`config.mk`:
```
export PLATFORM = sky130hd
export DESIGN_NAME = vga_pattern_gen
export DESIGN_NICKNAME = d
export VERILOG_FILES = /design/src/rtl/vga_pkg.sv /design/src/rtl/key_edge_detect.sv /design/src/rtl/vga_pattern_gen.sv
export SDC_FILE = /design/constraint.sdc
export NUM_CORES = 1
export LEC_CHECK = 0
export CORE_AREA = 4 4 85 87
export DETAILED_ROUTE_END_ITERATION = 8
export DIE_AREA = 0 0 89 91
export PLACE_DENSITY = 0.76
export SETUP_SLACK_MARGIN = 0.2
export SYNTH_ARGS = -nofsm -noshare
export SYNTH_HDL_FRONTEND = slang
export SYNTH_SLANG_ARGS = --single-unit
```
`constraint.sdc`:
```
create_clock -name i_clk -period 5.2 [get_ports i_clk]
set_input_delay 1.04 -clock i_clk [delete_from_list [all_inputs] [get_ports i_clk]]
set_output_delay 1.04 -clock i_clk [all_outputs]
set_load 0.005 [all_outputs]
```
`src/rtl/vga_pkg.sv`:
```
// Shared types and helpers for the VGA test-pattern source.
package vga_pkg;

   typedef enum logic [2:0] {
      SOLID_R  = 3'd0,
      SOLID_G  = 3'd1,
      SOLID_B  = 3'd2,
      BARS     = 3'd3,
      CHECKER  = 3'd4,
      GRADIENT = 3'd5
   } mode_e;

   localparam int NUM_MODES = 6;

   function automatic mode_e next_mode(input mode_e m);
      return (int'(m) == NUM_MODES - 1) ? SOLID_R : mode_e'(m + 3'd1);
   endfunction

   function automatic mode_e prev_mode(input mode_e m);
      return (m == SOLID_R) ? mode_e'(3'(NUM_MODES - 1)) : mode_e'(m - 3'd1);
   endfunction

   // Bar 0 is white and bar 7 is black: each channel flag is the inverted index bit.
   function automatic logic [2:0] bar_rgb(input logic [2:0] bar);
      return ~bar;
   endfunction

endpackage

```
`src/rtl/key_edge_detect.sv`:
```
// Two-flop synchroniser plus rising-edge detector for one raw push-button.
module key_edge_detect (
   input  logic i_clk,
   input  logic i_rst,
   input  logic i_key,
   output logic o_rise
);

   logic sync1;
   logic sync2;
   logic last;

   always_ff @(posedge i_clk or posedge i_rst) begin
      if (i_rst) begin
         sync1 <= 1'b0;
         sync2 <= 1'b0;
         last  <= 1'b0;
      end else begin
         sync1 <= i_key;
         sync2 <= sync1;
         last  <= sync2;
      end
   end

   assign o_rise = sync2 & ~last;

endmodule

```
`src/rtl/vga_pattern_gen.sv`:
```
// VGA test-pattern source: one registered RGB pixel per controller request,
// with key-selected mode/invert that only take effect at frame boundaries.
module vga_pattern_gen
   import vga_pkg::*;
#(
   parameter int COLOR_W    = 8,
   parameter int H_ACTIVE   = 640,
   parameter int V_ACTIVE   = 480,
   parameter int LEVEL      = 250,
   parameter int CHECK_LOG2 = 5
) (
   input  logic                 i_clk,
   input  logic                 i_rst,
   input  logic [2:0]           i_key,
   input  logic                 i_request,
   input  logic                 i_frame_sync,
   output logic [3*COLOR_W-1:0] o_color,
   output logic                 o_valid,
   output logic [2:0]           o_mode
);

   localparam int XW    = (H_ACTIVE > 1) ? $clog2(H_ACTIVE) : 1;
   localparam int YW    = (V_ACTIVE > 1) ? $clog2(V_ACTIVE) : 1;
   localparam int BAR_W = H_ACTIVE / 8;
   localparam int BCW   = (BAR_W > 1) ? $clog2(BAR_W) : 1;

   localparam logic [COLOR_W-1:0] LVL  = COLOR_W'(LEVEL);
   localparam logic [COLOR_W-1:0] ZERO = '0;

   logic [2:0]           key_rise;
   logic [XW-1:0]        x;
   logic [YW-1:0]        y;
   logic [2:0]           bar;
   logic [BCW-1:0]       bar_cnt;
   logic                 x_last;
   logic                 y_last;
   logic                 boundary;
   mode_e                pend_mode;
   mode_e                pend_mode_nxt;
   mode_e                mode;
   logic                 pend_inv;
   logic                 pend_inv_nxt;
   logic                 inv;
   logic                 chk;
   logic [2:0]           rgb;
   logic [3*COLOR_W-1:0] pix;

   for (genvar k = 0; k < 3; k++) begin : g_key
      key_edge_detect u_key (
         .i_clk  (i_clk),
         .i_rst  (i_rst),
         .i_key  (i_key[k]),
         .o_rise (key_rise[k])
      );
   end

   assign x_last   = (x == XW'(H_ACTIVE - 1));
   assign y_last   = (y == YW'(V_ACTIVE - 1));
   assign boundary = i_frame_sync | (i_request & x_last & y_last);

   // Raster position plus a bar tracker that avoids dividing x by the bar width.
   always_ff @(posedge i_clk or posedge i_rst) begin
      if (i_rst) begin
         x       <= '0;
         y       <= '0;
         bar     <= '0;
         bar_cnt <= '0;
      end else if (i_frame_sync) begin
         x       <= '0;
         y       <= '0;
         bar     <= '0;
         bar_cnt <= '0;
      end else if (i_request) begin
         if (x_last) begin
            x       <= '0;
            y       <= y_last ? '0 : y + 1'b1;
            bar     <= '0;
            bar_cnt <= '0;
         end else begin
            x <= x + 1'b1;
            if (bar != 3'd7) begin
               if (bar_cnt == BCW'(BAR_W - 1)) begin
                  bar     <= bar + 3'd1;
                  bar_cnt <= '0;
               end else begin
                  bar_cnt <= bar_cnt + 1'b1;
               end
            end
         end
      end
   end

   // Simultaneous next and prev presses cancel out.
   always_comb begin
      pend_mode_nxt = pend_mode;
      pend_inv_nxt  = pend_inv ^ key_rise[2];
      if (key_rise[0] && !key_rise[1]) begin
         pend_mode_nxt = next_mode(pend_mode);
      end else if (key_rise[1] && !key_rise[0]) begin
         pend_mode_nxt = prev_mode(pend_mode);
      end
   end

   always_ff @(posedge i_clk or posedge i_rst) begin
      if (i_rst) begin
         pend_mode <= SOLID_R;
         pend_inv  <= 1'b0;
         mode      <= SOLID_R;
         inv       <= 1'b0;
      end else begin
         pend_mode <= pend_mode_nxt;
         pend_inv  <= pend_inv_nxt;
         if (boundary) begin
            mode <= pend_mode_nxt;
            inv  <= pend_inv_nxt;
         end
      end
   end

   assign chk = 1'((32'(x) ^ 32'(y)) >> CHECK_LOG2);
   assign rgb = bar_rgb(bar);

   always_comb begin
      pix = '0;
      case (mode)
         SOLID_R:  pix = {LVL, ZERO, ZERO};
         SOLID_G:  pix = {ZERO, LVL, ZERO};
         SOLID_B:  pix = {ZERO, ZERO, LVL};
         BARS:     pix = {{COLOR_W{rgb[2]}}, {COLOR_W{rgb[1]}}, {COLOR_W{rgb[0]}}};
         CHECKER:  pix = {3*COLOR_W{chk}};
         GRADIENT: pix = {COLOR_W'(x), COLOR_W'(y), LVL};
         default:  pix = '0;
      endcase
   end

   // Colour holds between requests so the controller can sample it late.
   always_ff @(posedge i_clk or posedge i_rst) begin
      if (i_rst) begin
         o_color <= '0;
         o_valid <= 1'b0;
      end else begin
         o_valid <= i_request;
         if (i_request) begin
            o_color <= inv ? ~pix : pix;
         end
      end
   end

   assign o_mode = mode;

endmodule
```
---- After elaboration in Yosys (flattened, before gate mapping) ----
Index checks and enable logic that the tools add are counted.
storage, ports and cells
  register bits ........................... 71
  logic and storage cells ................. 84
  output and inout port bits .............. 28
  bits of input ports ..................... 7
cells by class
  bitwise gates (word level) .............. 13
  $add $sub $neg .......................... 6
  reductions and logical operators ........ 13
  equal/unequal tests ..................... 10
  muxes and demuxes ....................... 23
operators with widths
  cell                                                 number
  case mux 24 bit (6 select lines)                     1
  two-way mux 9 bit                                    4
  two-way mux 7 bit                                    5
  two-way mux 10 bit                                   3
  two-way mux 3 bit                                    9
  two-way mux 24 bit                                   1
  NOT 24 bit                                           1
  adder 10 x 1 -> 10 bit, second input constant        1
  equality test 10 bit, second input constant          1
  adder 9 x 1 -> 9 bit, second input constant          1
  equality test 3 bit, second input constant           3
  equality test 9 bit, second input constant           1
  adder 7 x 1 -> 7 bit, second input constant          1
  equality test 7 bit, second input constant           1
  adder 3 x 1 -> 3 bit, second input constant          2
  equality test 3 x 2 -> 1 bit, second input constant  2
  zero test 3 bit                                      2
  nonzero test 3 bit                                   2
  bitwise XOR 6 bit                                    1
  AND 1 bit                                            5
  AND reduction 2 bit                                  2
  nonzero test 2 bit                                   2
  equality test 3 x 1 -> 1 bit, second input constant  1
  inequality test 3 bit, second input constant         1
  8 further kinds                                      12

---- Depth between registers and ports, before layout ----
  depth after elaboration ................. 6
  gate-level depth with buffers ........... 7
  gate-level depth less buffers ........... 6

---- Modules after synthesis ----
Synthesis repeated with hierarchy kept, for this count alone.
second synthesis, totals
  cells, all modules ...................... 349
  area total of the unflattened synthesis .. 3,599.7 µm²
by module, submodules not included
  module           cells an instance  area each (µm²)  times used
  vga_pattern_gen  334                3,321.9          1
  key_edge_detect  5                  92.6             3

---- Worst setup path after synthesis ----
No wires, ideal clock.
  path kind ............................... input -> register
  start point ............................. input i_request
  end point ............................... register bar[0]
  required time ........................... 5.075 ns
  setup time .............................. 0.125 ns
  arrival ................................. 2.294 ns
  stages on the path ...................... 6
  slack ................................... 2.781 ns
  path buffers ............................ 2
  path through ............................ buf_2 > nand2b_2 > or4_4 > buf_6 > and2_4 > mux2_4
between the ends
  cells in the longest elaborated chain, start to end .. 2
RTL lines
  item                           line                   source
  from (decl)                    vga_pattern_gen.sv:15  input logic i_request,
  nonzero test 2 bit (no line)   n/a
  AND reduction 3 bit (no line)  n/a
  to (signal assigned)           vga_pattern_gen.sv:83  bar <= bar + 3'd1;
  to (decl)                      vga_pattern_gen.sv:33  logic [2:0] bar;
No other way between the ends.
A chain may end at the register's enable or synchronous reset.

---- Worst setup path in the final report ----
  start point ............................. input i_request
  end point ............................... register mode[2] (netlist: o_mode[2])
between the ends
  cells in the longest elaborated chain, start to end .. 3
RTL lines
  item                    line                    source
  AND 1 bit (2 in a row)  vga_pattern_gen.sv:59   assign boundary = i_frame_sync | (i_request & x_last & y_last);
  OR 1 bit                vga_pattern_gen.sv:59
  to (signal assigned)    vga_pattern_gen.sv:114  mode <= pend_mode_nxt;
  to (decl)               vga_pattern_gen.sv:40   mode_e mode;
No other way between the ends.

==> summary.md <==
| Metric | Value |
|---|---|
| Total gr overflow | 0 |
| # Post-CTS Setup Buffers | 0 |
| Largest net degree at the start of global routing | 66 |
| Hold Path Origin | g_key[2].u_key.sync1 |
| R2R Path Start | x[1] |
| Max Cap Viol | 0 |
| Post-synth cell types | 68 |
| Finished Cell Area | 0.00403 mm^2 |
| Yosys Warn Count | 0 |
| Initial antenna violation count | 0 |
| Vias post-DR | 2724 |
| Worst setup margin | 1.88 ns |
| Area leader, netlist | dfrtp_1 |
| CP arrival | 3.54 ns |
| Die Ht | 91 um |
| DRT iter0 DRCs | 166 |
| Endpoints failing setup | 0 |
| Internal | 1.24 mW |
| FF+latch count, synth | 65 |
| GPL Wtd Cong | 0.853 |
| FMAX | 301 MHz |
| CTS tree | yes |
| Synth top area cells | dfrtp_1 47%, a311o_1 4.9%, nand2_1 3.7% |
| Area Growth Syn to Fin | 15.5% |
| P_sw | 518 uW |
| Hold buffers post-CTS | 0 |
| Clk slew on worst S/H paths | 0.08 ns |
| Setup_tns | 0 ns |
| Ports | 35 |
| Worst Setup End Kind | register |
| Register area share after synthesis | around 47% |
| Num CTS Buffers | 9 |
| Area of the mapped netlist | approximately 0.0035 mm^2 |
| CTS root buf | clkbuf_8 |
| Drt wl/cell | 15.6 um |
| CP Class | primary input to register |
| Post-synth top cells | 65 x dfrtp_1, 34 x nand2_1, 21 x a21oi_1 |
| Pwr dens | 437 mW/mm^2 |
| Primary FF master, synth | dfrtp_1 |
| RSZ-0062 raised after global routing | false |
| Mean Syn Cell Area | slightly below 10 um^2 |
| Relative slew slack | ~40% |
| Req. time, crit path | 5.42 ns |
| Post-CTS Resized | 0 |
| Peak VDD IR | 0.269 mV |
| DRT antenna net count | 0 |
| Clock power share | between 20% and 30% |
| First-pass GRT wire length | approximately 12000 um |
| Number of synthesized flops with an enable pin | 0 |
| Die ar. | 0.00810 mm^2 |
| Cells after Synth | around 350 |
| Worst-margin pin slew | 0.898 ns |
| H-tree depth | 3 |
| GRT Total Usage | between 10% and 20% |
| Fin. max-slew vios | 0 |
| Minimum clock period after layout | approximately 3.3 ns |
| Effective utilization at floorplan | a little over half |
| Dominant cell by count in the synthesized netlist | dfrtp_1 |
| Final Skew | ~0.0078 ns |
| DR vias/cell | 6.01 |
| Layout cells sized above 1 | 11.2% |
| Nets | approximately 380 |
| Async set-or-reset flop fraction in the synthesized netlist | 100% |
| Drt drc | 0 |
| Vias in the first global route | 2712 |
| Final Power | 1.76 mW |
| Mapped Nets | about 360 |
| Initial DRT Pass Iterations | 4 |
| Antenna diodes | 0 |
| Area after DPL | roughly 0.0038 mm^2 |
| Final Hold Viols | 0 |
| Switching share of power | 29.4% |
| Post-DP HPWL | between 4000 and 5000 um |
| Port buffer count | 34 |
| Clk Latency, worst-skew pair | around 0.34 ns |
| Leakage Power | 1.62 nW |
| Core area | 0.00635 mm^2 |
| Fillcell total | 524 |
| Pre-CTS setup slack | 1.55 ns |
| Fin crit share | 63.8% |
| Hold crit path type | register to register |
| Maximum root-to-sink buffer count | 2 |
| Crit path max fanout | 15 |
| Seq pwr share | around two fifths |
| Outcome | finished clean |
| Drt total wl | 7060 um |
| Startpoint types | primary input |
| FP Rows | 29 |
| Part of the power in combinational logic | 31.5% |
| Clock Sinks | 65 |
| Die W | 89 um |
| Worst setup path start | i_request |
| Share of the synthesized area in the top cell type | 46.6% |
flip-flops by register name, summed over array words and instances, names as in the netlist, 7 cells and up:
register and cells:
bar_cnt 7, y 9, x 10, o_color 18
routing by layer:
metal	share of wire [%]	routed length, um	vias to the layer above	GRT usage, %
met5	0	0	-	0
met4	1.6	110	0	7.57
met3	4.7	334	10	3.17
met2	48	3400	61	30.3
met1	46	3220	1326	26.0
li1	-	-	1327	-
worst max-delay path: stages:
cell and delay (ns):
clkdlybuf4s50_1 0.83, and3_1 0.34, nand4_1 0.39, o21ai_1 0.55, mux2_2 0.39
kinds of logic after synthesis:
logic type                 synth area share, %
adders and majority gates                 2.15
AOI/OAI and AO/OA                         19.4
DFF                                       46.6
xor gates and xnor gates                  2.76
buffers and inverters                     6.13
and+or+nand+nor                           19.9
muxes                                     3.15
final timing paths:
path	endpoint	slack (ns)	cells past startpoint
setup / recovery	o_mode[2]	1.88	5
hold / removal	g_key[2].u_key.sync2	0.35	0
setup reg to reg	o_mode[2]	2.86	5
hold reg to reg	g_key[2].u_key.sync2	0.35	0
max in group asynchronous	o_color[9]	3.40	3
min in group asynchronous	o_valid	1.26	3
stage by stage:
step	instances	util, %	hold slack [ns]
after floorplan	351	-	0.331
after global placement	437	59.8	0.332
after detailed placement	437	59.8	0.336
after CTS	453	63.5	0.355
after global routing	453	63.5	0.357
final	453	63.5	0.345
placed cells by master (no fill, tap or decap), types with 6 or more instances in the layout:
| cell | n |
|---|---|
| a21oi_1 | 21 |
| a311o_1 | 17 |
| clkbuf_8 | 11 |
| clkdlybuf4s50_1 | 34 |
| dfrtp_1 | 65 |
| ha_1 | 6 |
| inv_1 | 17 |
| nand2_1 | 34 |
| nand3_1 | 16 |
| nor2_1 | 15 |
| nor2b_1 | 7 |
| nor3_1 | 6 |
| o21ai_0 | 8 |
| o22ai_1 | 12 |
| or3_1 | 6 |
| xnor2_1 | 7 |
power groups by stage:
stage / combinational [mW] / sequential [mW] / clock (mW)
final: 0.556 / 0.700 / 0.507
after global routing: 0.624 / 0.716 / 0.537
after CTS: 0.563 / 0.703 / 0.514
after detailed placement: 0.560 / 0.713 / 0
after global placement: 0.550 / 0.706 / 0
after floorplan: 0.337 / 0.698 / 0
cell type report:
type	instances	area [um^2]	share of cell area (%)
Multi-Input combinational cell	241	1650	40.9
Tap cell	77	96.3	2.39
Inverter	18	67.6	1.67
Clock inverter	5	85.1	2.11
Timing Repair Buffer	36	355	8.81
Sequential cell	65	1630	40.3
Clock buffer	11	151	3.75
(Power assumes the default switching activity.)
==> RTL edit: new RTL, config.mk and constraints unchanged <==
Register the inputs `i_key`, `i_request` and `i_frame_sync` before use. The logic sees them one clock later.
--- a/src/rtl/vga_pattern_gen.sv
+++ b/src/rtl/vga_pattern_gen.sv
@@ -29,2 +29,12 @@
 
+   logic [2:0] i_key_q;
+   logic i_request_q;
+   logic i_frame_sync_q;
+
+   always_ff @(posedge i_clk) begin
+      i_key_q        <= i_key;
+      i_request_q    <= i_request;
+      i_frame_sync_q <= i_frame_sync;
+   end
+
    logic [2:0]           key_rise;
@@ -51,3 +61,3 @@
          .i_rst  (i_rst),
-         .i_key  (i_key[k]),
+         .i_key  (i_key_q[k]),
          .o_rise (key_rise[k])
@@ -58,3 +68,3 @@
    assign y_last   = (y == YW'(V_ACTIVE - 1));
-   assign boundary = i_frame_sync | (i_request & x_last & y_last);
+   assign boundary = i_frame_sync_q | (i_request_q & x_last & y_last);
 
@@ -67,3 +77,3 @@
          bar_cnt <= '0;
-      end else if (i_frame_sync) begin
+      end else if (i_frame_sync_q) begin
          x       <= '0;
@@ -72,3 +82,3 @@
          bar_cnt <= '0;
-      end else if (i_request) begin
+      end else if (i_request_q) begin
          if (x_last) begin
@@ -141,4 +151,4 @@
       end else begin
-         o_valid <= i_request;
-         if (i_request) begin
+         o_valid <= i_request_q;
+         if (i_request_q) begin
             o_color <= inv ? ~pix : pix;
Function: changed (a bounded check fails within 4 cycles, from zero or initial values and one cycle with i_rst high).
==> RTL edit against the unedited design <==
- total power fell by 6.4%
- setup slack improved by 590 ps
- synthesized cell count rose by 0.57%
- core utilization fell by 0.37 points
- cell area fell by 0.59%
- combinational power fell by 7.4%
- routed wire length rose by 4.1%
- area after synthesis rose by 1.2%
- critical path type is now reg2reg
- via count rose by 1.4%
- highest routed layer unchanged
- sequential cell count rose by 5
- count of clock-buffer cells in the layout rose by 3
==> RTL edit: results (changes against the unedited design) <==
| Metric | Value |
|---|---|
| Status | `completed` |
| Wire length per cell | `16.1 um (+3.2%)` |
| Final RePlAce weighted congestion | `0.826 (-3.1%)` |
| Share of flip-flops with an asynchronous set or reset after synthesis | `0.929 (-0.0714)` |
| Leakage power total | `1.68 nW (+3.9%)` |
| Minimum setup slack after placement | `2520 ps (+969 ps)` |
| Met1 track demand over resource in global routing | `0.277 (+0.0174)` |
| Ranking of synthesized cells by area | `dfrtp_1, nand2_1, nand3_1, a32oi_1, dfxtp_1` |
| Antenna Diode Count | `0 (unchanged)` |
| Final routed wirelength across all metal layers | `7350 um (+4.1%)` |
| Worst-case reg-to-reg path depth | `4 (-1)` |
| Net count reported at finish | `388 (+1.0%)` |
| Count of cells resized by post-cts repair | `0 (unchanged)` |
| Half-perimeter wire length of the detailed placement result | `5030 um (+1.5%)` |
| Data arrival time of the critical path | `3010 ps (-530 ps)` |
| Pin count of the biggest net entering global routing | `43 (-35%)` |
| Number of DRC markers after the initial detailed-route iteration | `226 (+36%)` |
| Leading post-synthesis cells by instance count | `dfrtp_1, nand2_1, nand3_1` |
| Sequential area share after synthesis | `0.488 (+0.0227)` |
| Net count of the mapped netlist | `366 (+0.55%)` |
| Growth of design area from synthesis to finish | `13.5%` |
| Fillcell total | `517 (-1.3%)` |
| Met3 routing resource usage after global routing | `0.0543 (+0.0226)` |
| Worst voltage drop across the vdd grid | `0.000293 V (+8.9%)` |
| Slew at the pin closest to its max-slew limit | `1220 ps (+326 ps)` |
| Synth cell types | `56 (-18%)` |
| Maximum fanout encountered on the critical timing path | `20 (+5)` |
| Global-route wire length before repair | `12300 um (-1.9%)` |
| Grt met2 use | `0.276 (-0.0272)` |
| Number of global-route vias before repair | `2533 (-6.6%)` |
| Insertion delay of the later-clocked pin in the worst-skew pair | `350 ps` |
| Worst setup skew after layout | `8.91 ps (+1.13 ps)` |
| First drt pass iteration count | `5 (+1)` |
| GRT Util Overall | `0.192 (+0.000687)` |
| Total of buffers placed on input and output ports | `34 (unchanged)` |
| Placement-stage cell area | `3850 sq um (+1.3%)` |
| Placed cells | `441 (+0.92%)` |
[RTL edit: logic make-up (layout without fill, tap and decap cells)]
logic type,after synthesis,count (layout),synth area share
AOI/OAI and AO/OA,68,68,0.154
xor gates and xnor gates,14,14,0.0347
adders and majority gates,6,6,0.0212
buffers and inverters,34,61,0.0488
DFF,70,70,0.488
muxes,6,6,0.0195
and+or+nand+nor,155,155,0.234
[RTL edit: layout make-up]
| class | count | share of cell area |
|---|---|---|
| tap | 77 | 0.0240 |
| clock buffer | 14 | 0.0381 |
| sequential | 70 | 0.431 |
| clock inverter | 2 | 0.00250 |
| multi-input combinational | 249 | 0.408 |
| inverter | 9 | 0.00842 |
| timing repair buffer | 36 | 0.0886 |
[RTL edit: where the power goes]
part	internal, mW	switching (mW)
Combinational	0.298	0.217
Sequential	0.653	0.101
Clock	0.186	0.195
[RTL edit: critical path, stage by stage, from the launching register on]
cell      delay [ps]
dfxtp_1          610
inv_1            440
nor2_1          1050
nand2b_1         370
nand3_1          180
[RTL edit: final timing paths]
path	startpoint	endpoint	slack (ps)
worst max register to register	i_request_q	o_color[15]	2470
worst min register to register	i_key_q[2]	g_key[2].u_key.sync1	330
min in group asynchronous	i_rst	x[8]	1200
worst min-delay path	i_key_q[2]	g_key[2].u_key.sync1	330
worst max-delay path	i_request_q	o_color[15]	2470
max in group asynchronous	i_rst	g_key[1].u_key.sync1	3180
[RTL edit: metal layers]
metal	up-vias	routed length, um	share of wire
met5	-	0	0
met4	0	140	0.019
met3	12	325	0.044
met2	67	3490	0.48
met1	1354	3390	0.46
li1	1328	-	-
